### config.mk
export PLATFORM = sky130hd
export DESIGN_NAME = axi_slave_mem
export DESIGN_NICKNAME = d
export VERILOG_FILES = /design/src/rtl/axi_slave_pkg.sv /design/src/rtl/axi_addr_gen.sv /design/src/rtl/axi_slave_mem.sv
export SDC_FILE = /design/constraint.sdc
export NUM_CORES = 2
export LEC_CHECK = 0
export ABC_AREA = 0
export BUFFER_PORTS_ARGS = -buffer_cell sky130_fd_sc_hd__buf_2
export CAP_MARGIN = 10
export CELL_PAD_IN_SITES_DETAIL_PLACEMENT = 0
export CELL_PAD_IN_SITES_GLOBAL_PLACEMENT = 1
export CORE_AREA = 5 5 433 435
export DETAILED_ROUTE_END_ITERATION = 10
export DIE_AREA = 0 0 438 440
export PLACE_DENSITY_LB_ADDON = 0.12
export SKIP_CTS_REPAIR_TIMING = 1
export SKIP_LAST_GASP = 1
export SYNTH_ARGS = -nofsm -noshare
export SYNTH_HDL_FRONTEND = slang
export SYNTH_SLANG_ARGS = --single-unit
### constraint.sdc
create_clock -name aclk -period 6.2 [get_ports aclk]
set_input_delay 0.93 -clock aclk [delete_from_list [all_inputs] [get_ports aclk]]
set_output_delay 0.93 -clock aclk [all_outputs]
set_load 0.01 [all_outputs]
### src/rtl/axi_slave_pkg.sv
// ---------------------------------------------------------------------------
// axi_slave_pkg
// Shared definitions for the AXI4 memory subordinate:
//   - response codes (RESP_OKAY, RESP_SLVERR)
//   - burst type codes (BURST_FIXED, BURST_INCR, BURST_WRAP)
//   - write / read FSM state enums
//   - burst legality helpers
// Optional build macro: AXI_SLAVE_WRAP_EN (accept WRAP bursts of 2/4/8/16 beats).
// ---------------------------------------------------------------------------
package axi_slave_pkg;

  localparam logic [1:0] RESP_OKAY   = 2'b00;
  localparam logic [1:0] RESP_SLVERR = 2'b10;

  localparam logic [1:0] BURST_FIXED = 2'b00;
  localparam logic [1:0] BURST_INCR  = 2'b01;
  localparam logic [1:0] BURST_WRAP  = 2'b10;

  typedef enum logic [1:0] {W_IDLE, W_DATA, W_RESP} wr_state_t;
  typedef enum logic       {R_IDLE, R_DATA}         rd_state_t;

  // Whole-burst rejection: beat wider than the bus, or a burst type this
  // build does not implement.
  function automatic logic burst_unsupported(input logic [1:0] burst,
                                             input logic [2:0] size,
                                             input logic [2:0] max_size);
    logic err;
    err = (size > max_size);
`ifdef AXI_SLAVE_WRAP_EN
    if (burst != BURST_INCR && burst != BURST_WRAP) err = 1'b1;
`else
    if (burst != BURST_INCR) err = 1'b1;
`endif
    return err;
  endfunction

`ifdef AXI_SLAVE_WRAP_EN
  // WRAP bursts must be 2, 4, 8 or 16 beats (len = beats - 1).
  function automatic logic wrap_len_bad(input logic [7:0] len);
    return !(len == 8'd1 || len == 8'd3 || len == 8'd7 || len == 8'd15);
  endfunction
`endif

endpackage

### src/rtl/axi_addr_gen.sv
// ---------------------------------------------------------------------------
// axi_addr_gen
// Combinational next-beat address for one AXI channel.
//   addr      in  ADDR_W  current beat address
//   size      in  3       log2 bytes per beat
//   len       in  8       beats minus 1 (used for WRAP boundary)
//   burst     in  2       burst type
//   next_addr out ADDR_W  address of the following beat
// INCR: the current address is aligned down to the beat size before the
// step is added, so an unaligned start lands on aligned addresses afterwards.
// Arithmetic wraps modulo 2^ADDR_W.
// Optional build macro: AXI_SLAVE_WRAP_EN (WRAP bursts fold back to the
// boundary of a (len+1)<<size byte window).
// ---------------------------------------------------------------------------
module axi_addr_gen
  import axi_slave_pkg::*;
#(
  parameter int ADDR_W = 32
) (
  input  logic [ADDR_W-1:0] addr,
  input  logic [2:0]        size,
  input  logic [7:0]        len,
  input  logic [1:0]        burst,
  output logic [ADDR_W-1:0] next_addr
);

  logic [ADDR_W-1:0] step;
  logic [ADDR_W-1:0] aligned;
  logic [ADDR_W-1:0] incr_addr;

  always_comb begin
    step      = ADDR_W'(1) << size;
    aligned   = addr & ~(step - ADDR_W'(1));
    incr_addr = aligned + step;
  end

`ifdef AXI_SLAVE_WRAP_EN
  logic [ADDR_W-1:0] wrap_mask;

  // Window size is a power of two for every legal WRAP length, so the
  // boundary is just the address with the in-window bits cleared.
  always_comb begin
    wrap_mask = ((ADDR_W'(len) + ADDR_W'(1)) << size) - ADDR_W'(1);
    if (burst == BURST_WRAP)
      next_addr = (addr & ~wrap_mask) | (incr_addr & wrap_mask);
    else
      next_addr = incr_addr;
  end
`else
  logic unused_wrap_inputs;
  assign unused_wrap_inputs = ^{len, burst};
  assign next_addr = incr_addr;
`endif

endmodule

### src/rtl/axi_slave_mem.sv
// ---------------------------------------------------------------------------
// axi_slave_mem
// AXI4 subordinate backed by a word-addressed memory at base address 0.
// Independent write (AW/W/B) and read (AR/R) FSMs run concurrently.
// Ports:
//   aclk, areset (async, active-low)
//   AW: awaddr, awlen, awsize, awburst, awvalid / awready
//   W : wdata, wstrb, wlast, wvalid / wready
//   B : bresp, bvalid / bready
//   AR: araddr, arlen, arsize, arburst, arvalid / arready
//   R : rdata, rresp, rlast, rvalid / rready
// Errors (SLVERR): beat outside MEM_DEPTH (write dropped, read returns 0),
// size wider than the bus, unsupported burst type, wlast misplacement.
// Optional build macro: AXI_SLAVE_WRAP_EN (WRAP bursts of 2/4/8/16 beats).
// ---------------------------------------------------------------------------
module axi_slave_mem
  import axi_slave_pkg::*;
#(
  parameter int ADDR_W    = 32,
  parameter int DATA_W    = 32,
  parameter int MEM_DEPTH = 64
) (
  input  logic                aclk,
  input  logic                areset,
  input  logic [ADDR_W-1:0]   awaddr,
  input  logic [7:0]          awlen,
  input  logic [2:0]          awsize,
  input  logic [1:0]          awburst,
  input  logic                awvalid,
  output logic                awready,
  input  logic [DATA_W-1:0]   wdata,
  input  logic [DATA_W/8-1:0] wstrb,
  input  logic                wlast,
  input  logic                wvalid,
  output logic                wready,
  output logic [1:0]          bresp,
  output logic                bvalid,
  input  logic                bready,
  input  logic [ADDR_W-1:0]   araddr,
  input  logic [7:0]          arlen,
  input  logic [2:0]          arsize,
  input  logic [1:0]          arburst,
  input  logic                arvalid,
  output logic                arready,
  output logic [DATA_W-1:0]   rdata,
  output logic [1:0]          rresp,
  output logic                rlast,
  output logic                rvalid,
  input  logic                rready
);

  localparam int         STRB_W     = DATA_W / 8;
  localparam int         BYTE_SHIFT = $clog2(STRB_W);
  localparam int         IDX_W      = $clog2(MEM_DEPTH);
  localparam logic [2:0] MAX_SIZE   = 3'(BYTE_SHIFT);

  logic [DATA_W-1:0] mem [MEM_DEPTH];

  // ---------------- burst legality on the request channels ----------------
  logic aw_burst_err;
  logic ar_burst_err;

  always_comb begin
    aw_burst_err = burst_unsupported(awburst, awsize, MAX_SIZE);
    ar_burst_err = burst_unsupported(arburst, arsize, MAX_SIZE);
`ifdef AXI_SLAVE_WRAP_EN
    if (awburst == BURST_WRAP && wrap_len_bad(awlen)) aw_burst_err = 1'b1;
    if (arburst == BURST_WRAP && wrap_len_bad(arlen)) ar_burst_err = 1'b1;
`endif
  end

  // ---------------- write channel ----------------
  wr_state_t         wr_state;
  logic [ADDR_W-1:0] wr_addr_reg;
  logic [ADDR_W-1:0] wr_addr_next;
  logic [7:0]        wr_len_reg;
  logic [7:0]        wr_cnt_reg;
  logic [2:0]        wr_size_reg;
  logic [1:0]        wr_burst_reg;
  logic              wr_burst_err_reg;
  logic              wr_err_reg;
  logic [ADDR_W-1:0] wr_idx;
  logic              wr_in_range;
  logic              wr_last_beat;
  logic              wr_beat_err;
  logic              wr_mem_en;

  axi_addr_gen #(.ADDR_W(ADDR_W)) u_wr_addr_gen (
    .addr      (wr_addr_reg),
    .size      (wr_size_reg),
    .len       (wr_len_reg),
    .burst     (wr_burst_reg),
    .next_addr (wr_addr_next)
  );

  assign wr_idx       = wr_addr_reg >> BYTE_SHIFT;
  assign wr_in_range  = wr_idx < ADDR_W'(MEM_DEPTH);
  assign wr_last_beat = (wr_cnt_reg == wr_len_reg);
  // wlast must appear exactly on the final beat
  assign wr_beat_err  = !wr_in_range || (wlast != wr_last_beat);
  // Rejected bursts never touch memory, only in-range beats of legal ones do
  assign wr_mem_en    = (wr_state == W_DATA) && wvalid && wready &&
                        wr_in_range && !wr_burst_err_reg;

  always_ff @(posedge aclk or negedge areset) begin
    if (!areset) begin
      wr_state         <= W_IDLE;
      awready          <= 1'b1;
      wready           <= 1'b0;
      bvalid           <= 1'b0;
      bresp            <= RESP_OKAY;
      wr_addr_reg      <= '0;
      wr_len_reg       <= '0;
      wr_cnt_reg       <= '0;
      wr_size_reg      <= '0;
      wr_burst_reg     <= '0;
      wr_burst_err_reg <= 1'b0;
      wr_err_reg       <= 1'b0;
    end else begin
      case (wr_state)
        W_IDLE: begin
          if (awvalid && awready) begin
            wr_addr_reg      <= awaddr;
            wr_len_reg       <= awlen;
            wr_size_reg      <= awsize;
            wr_burst_reg     <= awburst;
            wr_cnt_reg       <= '0;
            wr_burst_err_reg <= aw_burst_err;
            wr_err_reg       <= aw_burst_err;
            awready          <= 1'b0;
            wready           <= 1'b1;
            wr_state         <= W_DATA;
          end
        end
        W_DATA: begin
          if (wvalid && wready) begin
            wr_addr_reg <= wr_addr_next;
            wr_cnt_reg  <= wr_cnt_reg + 8'd1;
            wr_err_reg  <= wr_err_reg || wr_beat_err;
            if (wr_last_beat) begin
              wready   <= 1'b0;
              bvalid   <= 1'b1;
              bresp    <= (wr_err_reg || wr_beat_err) ? RESP_SLVERR : RESP_OKAY;
              wr_state <= W_RESP;
            end
          end
        end
        W_RESP: begin
          if (bready) begin
            bvalid   <= 1'b0;
            awready  <= 1'b1;
            wr_state <= W_IDLE;
          end
        end
        default: wr_state <= W_IDLE;
      endcase
    end
  end

  // Memory array carries no reset so it maps onto RAM; contents survive areset.
  always_ff @(posedge aclk) begin
    if (wr_mem_en) begin
      for (int b = 0; b < STRB_W; b++) begin
        if (wstrb[b]) mem[wr_idx[IDX_W-1:0]][b*8 +: 8] <= wdata[b*8 +: 8];
      end
    end
  end

  // ---------------- read channel ----------------
  rd_state_t         rd_state;
  logic [ADDR_W-1:0] rd_addr_reg;   // address of the next beat to load
  logic [7:0]        rd_len_reg;
  logic [7:0]        rd_cnt_reg;    // index of the beat currently on R
  logic [2:0]        rd_size_reg;
  logic [1:0]        rd_burst_reg;
  logic              rd_burst_err_reg;
  logic [ADDR_W-1:0] rd_gen_addr;
  logic [2:0]        rd_gen_size;
  logic [7:0]        rd_gen_len;
  logic [1:0]        rd_gen_burst;
  logic              rd_gen_burst_err;
  logic [ADDR_W-1:0] rd_addr_next;
  logic [ADDR_W-1:0] rd_idx;
  logic              rd_beat_err;
  logic [DATA_W-1:0] rd_word;

  // The first beat is fetched on the AR handshake edge itself, so in IDLE
  // the beat address comes straight from the AR channel.
  always_comb begin
    if (rd_state == R_IDLE) begin
      rd_gen_addr      = araddr;
      rd_gen_size      = arsize;
      rd_gen_len       = arlen;
      rd_gen_burst     = arburst;
      rd_gen_burst_err = ar_burst_err;
    end else begin
      rd_gen_addr      = rd_addr_reg;
      rd_gen_size      = rd_size_reg;
      rd_gen_len       = rd_len_reg;
      rd_gen_burst     = rd_burst_reg;
      rd_gen_burst_err = rd_burst_err_reg;
    end
  end

  axi_addr_gen #(.ADDR_W(ADDR_W)) u_rd_addr_gen (
    .addr      (rd_gen_addr),
    .size      (rd_gen_size),
    .len       (rd_gen_len),
    .burst     (rd_gen_burst),
    .next_addr (rd_addr_next)
  );

  assign rd_idx      = rd_gen_addr >> BYTE_SHIFT;
  assign rd_beat_err = rd_gen_burst_err || !(rd_idx < ADDR_W'(MEM_DEPTH));
  assign rd_word     = rd_beat_err ? '0 : mem[rd_idx[IDX_W-1:0]];

  always_ff @(posedge aclk or negedge areset) begin
    if (!areset) begin
      rd_state         <= R_IDLE;
      arready          <= 1'b1;
      rvalid           <= 1'b0;
      rlast            <= 1'b0;
      rresp            <= RESP_OKAY;
      rdata            <= '0;
      rd_addr_reg      <= '0;
      rd_len_reg       <= '0;
      rd_cnt_reg       <= '0;
      rd_size_reg      <= '0;
      rd_burst_reg     <= '0;
      rd_burst_err_reg <= 1'b0;
    end else begin
      case (rd_state)
        R_IDLE: begin
          if (arvalid && arready) begin
            rd_len_reg       <= arlen;
            rd_size_reg      <= arsize;
            rd_burst_reg     <= arburst;
            rd_burst_err_reg <= ar_burst_err;
            rd_addr_reg      <= rd_addr_next;
            rd_cnt_reg       <= '0;
            arready          <= 1'b0;
            rvalid           <= 1'b1;
            rdata            <= rd_word;
            rresp            <= rd_beat_err ? RESP_SLVERR : RESP_OKAY;
            rlast            <= (arlen == 8'd0);
            rd_state         <= R_DATA;
          end
        end
        R_DATA: begin
          if (rready) begin
            if (rlast) begin
              rvalid   <= 1'b0;
              rlast    <= 1'b0;
              arready  <= 1'b1;
              rd_state <= R_IDLE;
            end else begin
              // load the following beat on the same edge: no bubble
              rd_addr_reg <= rd_addr_next;
              rd_cnt_reg  <= rd_cnt_reg + 8'd1;
              rdata       <= rd_word;
              rresp       <= rd_beat_err ? RESP_SLVERR : RESP_OKAY;
              rlast       <= ((rd_cnt_reg + 8'd1) == rd_len_reg);
            end
          end
        end
        default: rd_state <= R_IDLE;
      endcase
    end
  end

endmodule

# After elaboration in Yosys (flattened, before gate mapping)
# Memories as Yosys holds them, arrays and structs flattened.
# Index checks and enable logic that the tools add are counted.
# totals
rom_bits	0
register_bits	150
mem_bits_rw	2048
latch_bits	0
inputBits	134
mem_count	1
out_inout_bits	42
# mem_list
name	words	word_bits	read_ports	rd_clocked_by_memory_dff	write_ports	line	source
mem	64	32	1	0	1	axi_slave_mem.sv:57	logic [DATA_W-1:0] mem [MEM_DEPTH];
# op_classes
reduce_logical	29
mul	0
addsub	6
n_bitwise	5
n_mux	77
n_lt_le_gt_ge	4
n_eq_ne	15
shifts	2
div_mod_pow	0
# op_table
operator	n
32-bit two-way mux	10
32-bit case mux with 2 select lines	3
32-bit adder	2
32-bit AND	2
32-bit NOT	2
1-bit by 3-bit left shift with 32-bit output (first input constant)	2
32-bit by 1-bit subtractor with 32-bit output (second input constant)	2
30-bit by 7-bit < comparator with 1-bit output (second input constant)	2
8-bit two-way mux	5
1-bit two-way mux	37
8-bit case mux with 2 select lines	2
2-bit two-way mux	9
8-bit by 1-bit adder with 8-bit output (second input constant)	2
8-bit equality test	2
1-bit case mux with 2 select lines	8
3-bit AND reduction	5
2-bit inequality test (second input constant)	6
4-bit AND reduction	3
8-bit logical NOT	1
2-bit by 1-bit inequality test with 1-bit output (second input constant)	4
1-bit logical AND	7
3-bit by 2-bit > comparator with 1-bit output (second input constant)	2
2-bit case mux with 3 select lines	1
2-bit AND reduction	3
other kinds (10)	16

# Depth between registers and ports, before layout
# logic_depth
word_depth	9
depth_mapped	23
depth_no_buf	14

# Cells and area by module
# From an unflattened synthesis, not the netlist that was laid out.
# unflattened
cells_unflattened	7014
area_unflattened_um2	91455.2
# modules_own_cells
mod	seq_area_each_um2	instances	cells_each	area_each_um2
axi_slave_mem	65305.1	1	6664	89129.2
axi_addr_gen at u_wr_addr_gen	0.0	1	174	1169.9
axi_addr_gen at u_rd_addr_gen	0.0	1	176	1156.1

# Worst setup path after synthesis
# Ideal clock, no wire load.
# synth_timing
path_kind	reg-to-reg
start	register rd_state
end	register rd_addr_reg[17]
setup_slack_ns	1.389
stages_incl_launch_ff	23
arrival_time_ns	4.685
t_required_ns	6.074
setup_time_ns	0.126
n_path_buf	9
path_cell_list	dfrtp_1 buf_6 buf_6 buf_4 buf_6 buf_4 buf_4 buf_2 clkbuf_1 buf_1 nand2_1 o31ai_1 nand2_1 ha_1 mux2i_1 mux2_2 a2bb2oi_1 or4b_4 a31oi_4 o21ai_4 nor3_4 xor2_1 a221o_1
# synth_between
elab_chain_len	9
# synth_lines
element	line	source
start, declared	axi_slave_mem.sv:170	rd_state_t rd_state;
start signal, assigned	axi_slave_mem.sv:219	rd_state <= R_IDLE;
start signal, assigned	axi_slave_mem.sv:246	rd_state <= R_DATA;
start signal, assigned	axi_slave_mem.sv:255	rd_state <= R_IDLE;
3-bit two-way mux	axi_slave_mem.sv:190	if (rd_state == R_IDLE) begin
1-bit by 3-bit left shift with 32-bit output	axi_addr_gen.sv:32	step = ADDR_W'(1) << size;
32-bit by 1-bit subtractor with 32-bit output	axi_addr_gen.sv:33	aligned = addr & ~(step - ADDR_W'(1));
32-bit NOT	axi_addr_gen.sv:33	
32-bit AND	axi_addr_gen.sv:33	
32-bit adder	axi_addr_gen.sv:34	incr_addr = aligned + step;
32-bit two-way mux	axi_slave_mem.sv:251	if (rlast) begin
32-bit two-way mux	axi_slave_mem.sv:250	if (rready) begin
32-bit case mux with 2 select lines	axi_slave_mem.sv:232	case (rd_state)
end signal, assigned	axi_slave_mem.sv:239	rd_addr_reg <= rd_addr_next;
end signal, assigned	axi_slave_mem.sv:258	rd_addr_reg <= rd_addr_next;
end, declared	axi_slave_mem.sv:171	logic [ADDR_W-1:0] rd_addr_reg;
# Several ways; a longest one is shown, not always the timed one. The select of a mux whose other input is x is not followed.
# A chain may end at the register's enable or synchronous reset.

# Worst setup path after layout
# layout_timing
start	register rd_state
end	register rd_addr_reg[30]
# Same word-level chain as after synthesis.

==> flow_summary.ini <==
[global_route]
grt.total_usage_pct = 29.3
grt_pass1_vias = 57400
antenna_found_initial = 34
grt_pass1_wl_um = 413000
grt.overflow.total = 0
grt_start_max_net_pins = 162

[synthesis]
synth_fa_ha_area_share_pct = 0.165
synth_top_family_by_area = simple AND/OR/NAND/NOR gates
synth-xor-area-share_pct = 0.577
yosys_register_bits = 2196
synthSimpleGateAreaFrac_pct = 16.6
synth_mux_area_share_pct = 2.13
synth_ff_type = edfxtp_1
yosys_warnings = 0
post_synth.cell_area_avg_um2 = 12.3
ys_seq_area_share_pct = 71.5
synthesis.area_um2 = 91100
synth_compound_area_share_pct = 6.78
synth-edff-count = 2048
synth_area_leaders = edfxtp_1, nand2_1, nand3_1
synthArstFlopShare_pct = 6.74
yosys.area.top_type_share_pct = 67.5
ys_types = 88
syn_inst = 7437
yosysTopAreaCell = edfxtp_1

[place]
gp_congestion = 0.837
place_hpwl_um = 172000
io_buffers = 173

[route]
first_iter_violations = 7433
drc = 0
detail_route.wirelength_um = 286000
viasPerCell = 6.11
wl_per_cell_um = 28.4
ant_nets = 0
vias = 61600
firstDrtPassIters = 7

[clock_tree]
cts_max_level = 4
clockBufferDepth = 3
cts_tree = done
numCtsBuffers = 224
clkSinkCount = 2196
clk_pin_slew_ns = 0.06
worstSkewPairLatency_ns = 0.86
root_buffer = clkbuf_16

[final_layout]
final_common_cell = nand2_1
drive_gt1_share_pct = 8.71
mostFrequentLayoutCells = nand2_1, edfxtp_1, nand3_1
nFillCells = 15300
fin_util_pct = 55.7
multi_input_area_um2 = 24100
seq_area_um2 = 65200
num-nets-final = 7632
largest_reg_flops = 2048
area_growth_pct = 11.6

[floorplanning]
chipWidth_um = 438
die_height_um = 440
rows = 157
start_util_pct = 49.9
io_pins = 176
core-area_um2 = 183000
die_area_um2 = 193000

[setup_path]
reg2reg_depth = 11
end_kind = flip-flop
r2r-start = rd_state$_DFF_PN0_
path_class = reg2reg
startpoint = rd_state$_DFF_PN0_
crit_required_ns = 6.94
critPathMaxFanout = 45
arrival_ns = 5.43
rr_endpoint = rd_addr_reg[30]$_DFFE_PN0P_
crit_end = rd_addr_reg[30]$_DFFE_PN0P_
r2r_slack_ns = 1.51
worst_setup_path_start_kind = flip-flop

[flow_run]
max_cap_violations = 0

[timing]
finalCritPeriodShare_pct = 75.6
hold_viol = 0
holdWs_ns = 0.160
final-setup-viol-count = 0
maxSlewViolCount = 0
rsz0062_at_grt = false
slew_headroom_pct = 18.3
worstMarginPinSlew_ns = 1.22
fin_crit_ns = 4.69
clock_skew_ns = 0.0304
setup_tns_ns = 0
max_freq_mhz = 213

[hold_path]
min_path_type = in2async

[power]
power.density_nw_per_um2 = 318
power.total_mw = 32.3
power.leakage_nw = 35.3
ir_drop_mv = 0.297

[outcome]
status = complete, no violations
[power by group]
| part | leakage [nW] | internal (mW) | total, mW | switching (mW) |
|---|---|---|---|---|
| sequential | 20.4 | 16.3 | 16.6 | 0.232 |
| clock | 3.40 | 7.43 | 13.1 | 5.68 |
| combinational | 11.5 | 0.723 | 2.64 | 1.92 |
[Yosys cell counts (all sizes together) (96+ instances only)]
library cell,count
clkbuf,366
nand3,880
and3,96
mux2i,174
nor2,361
o21ai,107
nand2,2058
a21oi,271
edfxtp,2048
a31oi,104
dfrtp,146
buf,127
[area by class of cell]
class | count | share of cell area, %
Timing Repair Buffer | 315 | 2.30
Sequential cell | 2196 | 64.1
Antenna cell | 27 | 0.0664
Multi-Input combinational cell | 4732 | 23.7
Clock inverter | 112 | 1.01
Inverter | 17 | 0.0627
Clock buffer | 298 | 5.86
Tap cell | 2385 | 2.93
[cells by family after synthesis]
| family | count (synthesis) |
|---|---|
| AOI/OAI and AO/OA | 919 |
| xor gates and xnor gates | 60 |
| adders and majority gates | 12 |
| buffers and inverters | 510 |
| DFF | 2196 |
| muxes | 190 |
| other | 1 |
| and+or+nand+nor | 3549 |
[worst min path at each step]
| stage | startpoint | to | slack, ns | cells after the start |
|---|---|---|---|---|
| after floorplan | rd_addr_reg[7]$_DFFE_PN0P_ | rd_addr_reg[7]$_DFFE_PN0P_ | 0.44 | 2 |
| after global placement | rvalid$_DFFE_PN0P_ | rvalid$_DFFE_PN0P_ | 0.46 | 2 |
| after detailed placement | rvalid$_DFFE_PN0P_ | rvalid$_DFFE_PN0P_ | 0.47 | 2 |
| final | areset | rdata[26]$_DFFE_PN0P_ | 0.16 | 1 |
| after global routing | areset | rdata[26]$_DFFE_PN0P_ | 0.19 | 1 |
| after CTS | areset | rdata[26]$_DFFE_PN0P_ | 0.16 | 1 |
[per-layer routing]
metal  global-route usage [%]  vias up  part of all wire (%)  routed length, um
li1                         -    27400                     -                  -
met1                     43.0    30900                    43             122000
met2                     43.8     2825                    45             128000
met3                     6.07      463                   9.1              26100
met4                     10.5       22                   3.6              10200
met5                        0        -                 0.048                138
[metrics by stage]
| stage | worst slack (ns) | std cells | area, um2 |
|---|---|---|---|
| after floorplan | 1.39 | 7438 | 91100 |
| after global placement | 1.55 | 9645 | 94700 |
| after detailed placement | 1.52 | 9645 | 94700 |
| after CTS | 1.54 | 10100 | 102000 |
| after global routing | 1.14 | 10100 | 102000 |
| final | 1.51 | 10100 | 102000 |
[worst max-delay path: stages (launching register included)]
cell,delay [ns]
dfrtp_4,0.88
mux2i_1,0.62
nand2_1,0.22
ha_1,0.33
o21ai_1,0.49
nand3_2,0.28
nor4_1,0.40
and2_1,0.42
o21ai_2,0.14
or2_2,0.34
xnor2_1,0.13
a211o_1,0.29
Note: power is estimated with default switching activity, not from simulation.
